$ cat src/rtl/ex_wb_stage_if.sv
// ex_wb_stage_if
//   Bundles the execute-to-writeback stage signals.
//   in_*  : one instruction from the ALU stage; in_valid qualifies all of them.
//   out_* : registered writeback, PC redirect, flush and flag outputs.
//   dbg_* : FSM state (0 = RUN, 1 = FLUSH) and the flush counter, for checkers.
//   Modports: master drives in_* (upstream / bench), slave is the stage itself.
interface ex_wb_stage_if #(
  parameter int WIDTH   = 32,
  parameter int RD_BITS = 6
);
  logic               in_valid;
  logic [WIDTH-1:0]   in_result;
  logic               in_zero;
  logic               in_neg;
  logic [WIDTH-1:0]   in_mem_data;
  logic               in_ctrl_memtoreg;
  logic               in_ctrl_regwrite;
  logic               in_ctrl_setflags;
  logic [1:0]         in_ctrl_branch;
  logic [WIDTH-1:0]   in_target;
  logic [RD_BITS-1:0] in_rd;

  logic               out_reg_we;
  logic [RD_BITS-1:0] out_reg_addr;
  logic [WIDTH-1:0]   out_reg_data;
  logic               out_pc_sel;
  logic [WIDTH-1:0]   out_pc_target;
  logic               out_flush;
  logic               out_flag_z;
  logic               out_flag_n;

  logic               dbg_state;
  logic [2:0]         dbg_flush_cnt;

  modport master (
    output in_valid, in_result, in_zero, in_neg, in_mem_data,
           in_ctrl_memtoreg, in_ctrl_regwrite, in_ctrl_setflags,
           in_ctrl_branch, in_target, in_rd,
    input  out_reg_we, out_reg_addr, out_reg_data, out_pc_sel,
           out_pc_target, out_flush, out_flag_z, out_flag_n,
           dbg_state, dbg_flush_cnt
  );

  modport slave (
    input  in_valid, in_result, in_zero, in_neg, in_mem_data,
           in_ctrl_memtoreg, in_ctrl_regwrite, in_ctrl_setflags,
           in_ctrl_branch, in_target, in_rd,
    output out_reg_we, out_reg_addr, out_reg_data, out_pc_sel,
           out_pc_target, out_flush, out_flag_z, out_flag_n,
           dbg_state, dbg_flush_cnt
  );
endinterface

$ cat src/rtl/ex_wb_stage.sv
// ex_wb_stage
//   Execute-to-writeback stage. Registers the ALU result, selects ALU or
//   memory data for register writeback, owns the architectural Z/N flags,
//   resolves BRZ/BRN/jump against those flags and drives a PC redirect
//   followed by a FLUSH_CYCLES-long flush shadow.
// Ports:
//   clk  - clock, rising edge
//   rst  - asynchronous active-high reset
//   bus  - ex_wb_stage_if.slave (in_* instruction, out_* results, dbg_* state)
// Configuration:
//   WB_R0_PROTECT_EN - when defined, writes to register 0 are suppressed.
// Handshake: there is no backpressure. An instruction is consumed on the
//   rising edge where in_valid=1 and the FSM is in RUN; at any other edge the
//   in_* signals are ignored entirely (no write, no flag update, no branch).
module ex_wb_stage #(
  parameter int WIDTH        = 32,
  parameter int RD_BITS      = 6,
  parameter int FLUSH_CYCLES = 2
) (
  input logic          clk,
  input logic          rst,
  ex_wb_stage_if.slave bus
);

  typedef enum logic {
    RUN   = 1'b0,
    FLUSH = 1'b1
  } state_t;

  localparam logic [2:0] FLUSH_LAST = 3'(FLUSH_CYCLES - 1);

  state_t             state_q, state_d;
  logic [2:0]         cnt_q, cnt_d;

  logic               accept;
  logic               taken;
  logic               we_d;
  logic [WIDTH-1:0]   wb_data;

  logic               reg_we_q;
  logic [RD_BITS-1:0] reg_addr_q;
  logic [WIDTH-1:0]   reg_data_q;
  logic               pc_sel_q;
  logic [WIDTH-1:0]   pc_target_q;
  logic               flag_z_q;
  logic               flag_n_q;

  assign accept  = bus.in_valid && (state_q == RUN);
  assign wb_data = bus.in_ctrl_memtoreg ? bus.in_mem_data : bus.in_result;

  // Branch condition reads the flag register as it stands before this
  // edge, so a setter in the previous cycle is already visible here.
  always_comb begin
    taken = 1'b0;
    case (bus.in_ctrl_branch)
      2'b01:   taken = flag_z_q;
      2'b10:   taken = flag_n_q;
      2'b11:   taken = 1'b1;
      default: taken = 1'b0;
    endcase
  end

`ifdef WB_R0_PROTECT_EN
  assign we_d = bus.in_ctrl_regwrite && (bus.in_rd != '0);
`else
  assign we_d = bus.in_ctrl_regwrite;
`endif

  // Next-state: a taken branch opens the shadow; the counter then counts the
  // remaining shadow cycles down to 0 before returning to RUN.
  always_comb begin
    state_d = state_q;
    cnt_d   = cnt_q;
    case (state_q)
      RUN: begin
        if (accept && taken) begin
          state_d = FLUSH;
          cnt_d   = FLUSH_LAST;
        end
      end
      FLUSH: begin
        if (cnt_q == 3'd0) begin
          state_d = RUN;
        end else begin
          cnt_d = cnt_q - 3'd1;
        end
      end
      default: begin
        state_d = RUN;
        cnt_d   = 3'd0;
      end
    endcase
  end

  always_ff @(posedge clk or posedge rst) begin
    if (rst) begin
      state_q <= RUN;
      cnt_q   <= 3'd0;
    end else begin
      state_q <= state_d;
      cnt_q   <= cnt_d;
    end
  end

  always_ff @(posedge clk or posedge rst) begin
    if (rst) begin
      reg_we_q    <= 1'b0;
      reg_addr_q  <= '0;
      reg_data_q  <= '0;
      pc_sel_q    <= 1'b0;
      pc_target_q <= '0;
      flag_z_q    <= 1'b0;
      flag_n_q    <= 1'b0;
    end else begin
      reg_we_q <= 1'b0;
      pc_sel_q <= 1'b0;
      if (accept) begin
        reg_we_q   <= we_d;
        reg_addr_q <= bus.in_rd;
        reg_data_q <= wb_data;
        if (bus.in_ctrl_setflags) begin
          flag_z_q <= bus.in_zero;
          flag_n_q <= bus.in_neg;
        end
        if (taken) begin
          pc_sel_q    <= 1'b1;
          pc_target_q <= bus.in_target;
        end
      end
    end
  end

  assign bus.out_reg_we    = reg_we_q;
  assign bus.out_reg_addr  = reg_addr_q;
  assign bus.out_reg_data  = reg_data_q;
  assign bus.out_pc_sel    = pc_sel_q;
  assign bus.out_pc_target = pc_target_q;
  assign bus.out_flush     = (state_q == FLUSH);
  assign bus.out_flag_z    = flag_z_q;
  assign bus.out_flag_n    = flag_n_q;
  assign bus.dbg_state     = state_q;
  assign bus.dbg_flush_cnt = cnt_q;

endmodule

$ cat src/flat_wrapper.sv
// flat-port wrapper written by rule: the top's interface ports become plain ports
module ex_wb_stage_flat 
#(
  parameter int WIDTH        = 32,
  parameter int RD_BITS      = 6,
  parameter int FLUSH_CYCLES = 2
)
  (clk, rst, bus_in_valid, bus_in_result, bus_in_zero, bus_in_neg, bus_in_mem_data, bus_in_ctrl_memtoreg, bus_in_ctrl_regwrite, bus_in_ctrl_setflags, bus_in_ctrl_branch, bus_in_target, bus_in_rd, bus_out_reg_we, bus_out_reg_addr, bus_out_reg_data, bus_out_pc_sel, bus_out_pc_target, bus_out_flush, bus_out_flag_z, bus_out_flag_n, bus_dbg_state, bus_dbg_flush_cnt);
  ex_wb_stage_if #(.WIDTH(WIDTH), .RD_BITS(RD_BITS)) bus_i ();
  input logic clk;
  input logic rst;
  input wire logic [$bits(bus_i.in_valid)-1:0] bus_in_valid;
  input wire logic [$bits(bus_i.in_result)-1:0] bus_in_result;
  input wire logic [$bits(bus_i.in_zero)-1:0] bus_in_zero;
  input wire logic [$bits(bus_i.in_neg)-1:0] bus_in_neg;
  input wire logic [$bits(bus_i.in_mem_data)-1:0] bus_in_mem_data;
  input wire logic [$bits(bus_i.in_ctrl_memtoreg)-1:0] bus_in_ctrl_memtoreg;
  input wire logic [$bits(bus_i.in_ctrl_regwrite)-1:0] bus_in_ctrl_regwrite;
  input wire logic [$bits(bus_i.in_ctrl_setflags)-1:0] bus_in_ctrl_setflags;
  input wire logic [$bits(bus_i.in_ctrl_branch)-1:0] bus_in_ctrl_branch;
  input wire logic [$bits(bus_i.in_target)-1:0] bus_in_target;
  input wire logic [$bits(bus_i.in_rd)-1:0] bus_in_rd;
  output wire logic [$bits(bus_i.out_reg_we)-1:0] bus_out_reg_we;
  output wire logic [$bits(bus_i.out_reg_addr)-1:0] bus_out_reg_addr;
  output wire logic [$bits(bus_i.out_reg_data)-1:0] bus_out_reg_data;
  output wire logic [$bits(bus_i.out_pc_sel)-1:0] bus_out_pc_sel;
  output wire logic [$bits(bus_i.out_pc_target)-1:0] bus_out_pc_target;
  output wire logic [$bits(bus_i.out_flush)-1:0] bus_out_flush;
  output wire logic [$bits(bus_i.out_flag_z)-1:0] bus_out_flag_z;
  output wire logic [$bits(bus_i.out_flag_n)-1:0] bus_out_flag_n;
  output wire logic [$bits(bus_i.dbg_state)-1:0] bus_dbg_state;
  output wire logic [$bits(bus_i.dbg_flush_cnt)-1:0] bus_dbg_flush_cnt;
  assign bus_i.in_valid = bus_in_valid;
  assign bus_i.in_result = bus_in_result;
  assign bus_i.in_zero = bus_in_zero;
  assign bus_i.in_neg = bus_in_neg;
  assign bus_i.in_mem_data = bus_in_mem_data;
  assign bus_i.in_ctrl_memtoreg = bus_in_ctrl_memtoreg;
  assign bus_i.in_ctrl_regwrite = bus_in_ctrl_regwrite;
  assign bus_i.in_ctrl_setflags = bus_in_ctrl_setflags;
  assign bus_i.in_ctrl_branch = bus_in_ctrl_branch;
  assign bus_i.in_target = bus_in_target;
  assign bus_i.in_rd = bus_in_rd;
  assign bus_out_reg_we = bus_i.out_reg_we;
  assign bus_out_reg_addr = bus_i.out_reg_addr;
  assign bus_out_reg_data = bus_i.out_reg_data;
  assign bus_out_pc_sel = bus_i.out_pc_sel;
  assign bus_out_pc_target = bus_i.out_pc_target;
  assign bus_out_flush = bus_i.out_flush;
  assign bus_out_flag_z = bus_i.out_flag_z;
  assign bus_out_flag_n = bus_i.out_flag_n;
  assign bus_dbg_state = bus_i.dbg_state;
  assign bus_dbg_flush_cnt = bus_i.dbg_flush_cnt;
  ex_wb_stage #(.WIDTH(WIDTH), .RD_BITS(RD_BITS), .FLUSH_CYCLES(FLUSH_CYCLES)) u_core (.clk(clk), .rst(rst), .bus(bus_i));
endmodule
$ cat config.mk
export PLATFORM = sky130hd
export DESIGN_NAME = ex_wb_stage_flat
export DESIGN_NICKNAME = d
export VERILOG_FILES = /design/src/rtl/ex_wb_stage_if.sv /design/src/rtl/ex_wb_stage.sv /design/src/flat_wrapper.sv
export SDC_FILE = /design/constraint.sdc
export NUM_CORES = 1
export LEC_CHECK = 0
export CAP_MARGIN = 20
export CELL_PAD_IN_SITES_DETAIL_PLACEMENT = 1
export CELL_PAD_IN_SITES_GLOBAL_PLACEMENT = 1
export CORE_ASPECT_RATIO = 2
export CORE_UTILIZATION = 30
export DETAILED_ROUTE_END_ITERATION = 10
export GPL_TIMING_DRIVEN = 0
export MAX_ROUTING_LAYER = met4
export PLACE_DENSITY = 0.92
export SETUP_SLACK_MARGIN = 0.5
export SLEW_MARGIN = 10
export SYNTH_ARGS = -nofsm -noshare
export SYNTH_HDL_FRONTEND = slang
export SYNTH_SLANG_ARGS = --single-unit
$ cat constraint.sdc
create_clock -name clk -period 4.4 [get_ports clk]
set_input_delay 0.44 -clock clk [delete_from_list [all_inputs] [get_ports clk]]
set_output_delay 0.44 -clock clk [all_outputs]
set_load 0.005 [all_outputs]
Word-level counts from Yosys, hierarchy flattened
Cells that the tools add are included.
{ "word_totals": {"ram_bits": 0, "latch_bits": 0, "n_memories": 0, "ff_bits": 78, "word_cells": 33, "in_bits": 112, "out_inout_bits": 79, "romBits": 0} }
{ "op_classes": {"order_cmp": 0, "n_addsub": 1, "eq_ne": 5, "bitwise": 1, "n_shift": 0, "reduce_logical": 6, "multipliers": 0, "n_mux": 11, "div": 0} }
{ "ops": {"columns": ["cell", "n"], "rows": [
  ["2-to-1 mux 32 bit", 1],
  ["2-to-1 mux 3 bit", 2],
  ["case mux 3 bit (2 select lines)", 1],
  ["AND reduction 2 bit", 3],
  ["2-to-1 mux 1 bit", 5],
  ["equality test 2 bit, second input constant", 2],
  ["inequality test 2 bit, second input constant", 2],
  ["logical NOT 3 bit", 1],
  ["case mux 1 bit (3 select lines)", 1],
  ["subtractor 3 x 1 -> 3 bit, second input constant", 1],
  ["equality test 2 x 1 -> 1 bit, second input constant", 1],
  ["logical AND 1 bit", 2],
  ["case mux 1 bit (2 select lines)", 1],
  ["inverter 1 bit", 1]
]} }

Depth between registers and ports, before layout
{ "logic_depth": {"ltp_word": 5, "mapped_depth": 6, "mapped_depth_nobuf": 6} }

Worst setup path after synthesis
OpenSTA, ideal clock, no wires.
{ "synth_timing": {"path_type": "register to register", "startpoint": "register u_core.state_q, in the netlist u_core.bus.dbg_state", "endpoint": "register u_core.pc_target_q[10], in the netlist u_core.bus.out_pc_target[10]", "t_arrival_ps": 1482, "period_less_slack_ps": 1607, "t_required_ps": 4275, "setup_ps": 125, "path_stages_with_launch": 6, "slack_ps": 2793, "path_buffers": 2, "cell_sequence": "dfrtp_1 > nand2b_4 > buf_6 > nor3_4 > buf_6 > mux2_2"} }
{ "synth_via": {"elab_chain_len": 3} }
{ "synth_rtl": {"columns": ["item", "line", "source"], "rows": [
  ["start, declared", "ex_wb_stage.sv:32", "state_t state_q, state_d;"],
  ["start signal, assigned", "ex_wb_stage.sv:100", "state_q <= state_d;"],
  ["inverter 1 bit", "ex_wb_stage.sv:48", "assign accept = bus.in_valid && (state_q == RUN);"],
  ["logical AND 1 bit", "ex_wb_stage.sv:48", null],
  ["AND reduction 2 bit (no source line)", null, null],
  ["end signal, assigned", "ex_wb_stage.sv:127", "pc_target_q <= bus.in_target;"],
  ["end, declared", "ex_wb_stage.sv:44", "logic [WIDTH-1:0] pc_target_q;"]
]} }
Every way passes these cells.
A chain may end at the register's enable or synchronous reset.

Worst setup path in the final report
{ "layout_timing": {"startpoint": "input bus_in_valid", "endpoint": "register u_core.pc_target_q[27], in the netlist u_core.bus.out_pc_target[27]"} }
{ "layout_via": {"elab_chain_len": 2} }
{ "layout_rtl": {"columns": ["item", "line", "source"], "rows": [
  ["start, declared", "flat_wrapper.sv:12", "input wire logic [$bits(bus_i.in_valid)-1:0] bus_in_valid;"],
  ["logical AND 1 bit", "ex_wb_stage.sv:48", null],
  ["AND reduction 2 bit (no source line)", null, null]
]} }
Every way passes these cells.

==> flow_summary.json <==
{
  "grt_pass1_wl_um": 15480,
  "critPathCaptureType": "register",
  "start_util_pct": 30.86,
  "slew_headroom_pct": 68.42,
  "rows": 53,
  "ys_seq_elements": 78,
  "p_int_uw": 2515,
  "netlist_area_um2": 3233,
  "antenna_found_initial": 0,
  "cts.sinks": 78,
  "worstPathRequired_ps": 4610,
  "synth-seq-area-share_pct": 60.37,
  "yosys.area.top_type": "dfrtp_1",
  "place_congestion": 0.7054,
  "grt_usage_pct": 19.27,
  "overflow": 0,
  "firstDrtPassIters": 4,
  "vdd_ir_drop_max_mv": 0.2567,
  "syn_inst": 248,
  "reg2reg_from": "u_core.bus.dbg_state",
  "switching_share_pct": 28.04,
  "r2r_slack_ps": 2620,
  "power_switching_uw": 980.2,
  "yosys-top-cells-area": "dfrtp_1, mux2_2, mux2i_1",
  "ant_nets": 0,
  "synth-async-reset-ratio_pct": 100.0,
  "synth_cell_type_count": 19,
  "cts_tree": "yes",
  "slowest_stage": "clkdlybuf4s50_1",
  "max_slew.worst_pin.slew_ps": 469.7,
  "wl_per_cell_um": 17.08,
  "core_region_area_um2": 10480,
  "dpl_cell_area_um2": 5326,
  "synth_edf_count": 0,
  "post-cts-setup-buffers": 0,
  "rsz0062_at_grt": "false",
  "seqPwrFrac_pct": 35.6,
  "nets": 563,
  "diodes": 0,
  "finalNonFillerCells": 591,
  "drv_cap": 0,
  "fin_skew_ps": 9.835,
  "cts.htree.levels": 3,
  "ctsHoldBuffers": 0,
  "numPortBuffers": 189,
  "setup_tns_ps": 0,
  "numCtsBuffers": 9,
  "synth_top_flop_cell": "dfrtp_1",
  "power.share.clock_pct": 22.9,
  "design_area_um2": 5649,
  "start_kind": "primary input",
  "dr_total_vias": 2732,
  "post_cts_resized": 0,
  "die_x_um": 75.41,
  "finalHoldViolations": 0,
  "drv_slew": 0,
  "area_growth_pct": 74.73,
  "die_y_um": 148.8,
  "routed_wl_um": 10090,
  "worstSkewPairLatency_ps": 330,
  "critPathKind": "in -> reg",
  "drtIter0Drc": 53,
  "p_total_uw": 3496,
  "yosys_warnings": 0,
  "drive_gt1_share_pct": 15.20,
  "power_density_nw_per_um2": 618.8,
  "power_frac_comb_pct": 41.4,
  "rr_endpoint": "u_core.bus.out_pc_target[27]",
  "cts_root_buf": "clkbuf_16",
  "timing.final.crit_share_pct": 43.59,
  "arrival_ps": 2130,
  "fmax_mhz": 521.4,
  "critPathMostFrequentCell": "buf_6",
  "grt_max_degree": 52,
  "die-area_um2": 11220,
  "syn_avg_cell_area_um2": 13.04,
  "setup_violations": 0,
  "clk_pin_slew_ps": 60,
  "synth.most_common_cell": "dfrtp_1",
  "min_period_ps": 1918,
  "cts_max_path_buffers": 2,
  "synth_nets": 362,
  "grt_pass1_vias": 3098,
  "crit_fanout": 10,
  "hpwl_um": 8287,
  "r2r_cells": 5,
  "io_pins": 191,
  "path_cells": "clkdlybuf4s50_1, nand2b_4, buf_6, nor3_4, buf_6, mux2_2",
  "synth_top_area_share_pct": 60.37,
  "synth_common_cells": "dfrtp_1, mux2_2, mux2i_1, nand2_1, o21ai_0",
  "drc": 0,
  "crit_path_max_incr_delay_ps": 540,
  "total_leakage_power_uw": 0.002422,
  "via_per_inst": 4.623,
  "status": "finished, final reports clean",
  "worstHoldPathType": "in -> async",
  "place_inst": 575
}
-- cells in the final DEF (no fill, tap or decap), types with 8 or more instances in the layout --
cell type | netlist | layout
clkdlybuf4s50_1 | 0 | 189
clkbuf_1 | 7 | 8
nand2_1 | 32 | 32
mux2i_1 | 32 | 32
mux2_2 | 41 | 41
o21ai_0 | 32 | 32
dfrtp_1 | 78 | 78
clkbuf_16 | 0 | 9
-- power by group through the flow --
stage	clock, uW	combinational (uW)	sequential [uW]
after floorplan	0	462	1270
after global placement	0	1410	1230
after detailed placement	0	1480	1270
after CTS	829	1490	1260
after global routing	859	1580	1290
final	801	1450	1250
-- cells by family after synthesis --
group / count (synthesis) / synth area share (%)
muxes: 73 / 24.19
buffers and inverters: 21 / 3.638
DFF: 78 / 60.37
adders and majority gates: 2 / 0.7739
AOI/OAI and AO/OA: 36 / 5.727
and+or+nand+nor: 38 / 5.302
-- how the worst max path moves through the flow --
stage	slack, ps	end	from	cells past startpoint
floorplan	1960	u_core.bus.dbg_flush_cnt[0]	rst	1
global placement	700	u_core.bus.out_pc_target[20]	rst	2
detailed placement	2100	u_core.bus.out_pc_target[27]	bus_in_valid	6
CTS	2450	u_core.bus.out_pc_target[25]	bus_in_valid	6
global route	2410	u_core.bus.out_pc_target[9]	bus_in_valid	6
finish	2480	u_core.bus.out_pc_target[27]	bus_in_valid	6
-- through the flow --
stage	worst slack, ps	hold slack, ps	utilization (%)
after floorplan	1965	473.3	-
after global placement	697.2	463.9	50.55
after detailed placement	2104	469.9	50.84
after CTS	2455	469.1	53.92
after global routing	2406	482.9	53.92
final	2482	461.1	53.92
-- layout make-up --
class,count,area (um2)
buffer,16,98.84
clock buffer,10,229.0
clock inverter,6,93.84
fill,1137,4828
inverter,5,21.27
multi-input combinational,149,1164
sequential,78,1952
tap,137,171.4
timing repair buffer,190,1919
-- layer usage --
| layer | wire (um) | track usage (%) | up-vias |
|---|---|---|---|
| li1 | - | - | 1257 |
| met1 | 3130 | 17.87 | 1321 |
| met2 | 5987 | 36.21 | 134 |
| met3 | 671 | 4.054 | 20 |
| met4 | 303 | 7.963 | 0 |
| met5 | 0 | - | - |
-- worst max-delay path: cells and delay by family --
| kind | cells | cell delay, ps |
|---|---|---|
| buffers and inverters | 3 | 890 |
| AND/OR/NAND/NOR | 2 | 430 |
| multiplexers | 1 | 350 |
-- registers in the layout (all words and copies together) (netlist names) --
name / flops
u_core.bus.out_pc_target: 32
u_core.bus.out_flag_z: 1
u_core.bus.out_pc_sel: 1
u_core.bus.out_flag_n: 1
u_core.bus.dbg_flush_cnt: 3
u_core.bus.out_reg_we: 1
u_core.bus.out_reg_data: 32
u_core.bus.out_reg_addr: 6
u_core.bus.dbg_state: 1
No activity file was read; power rests on OpenSTA's default activity.
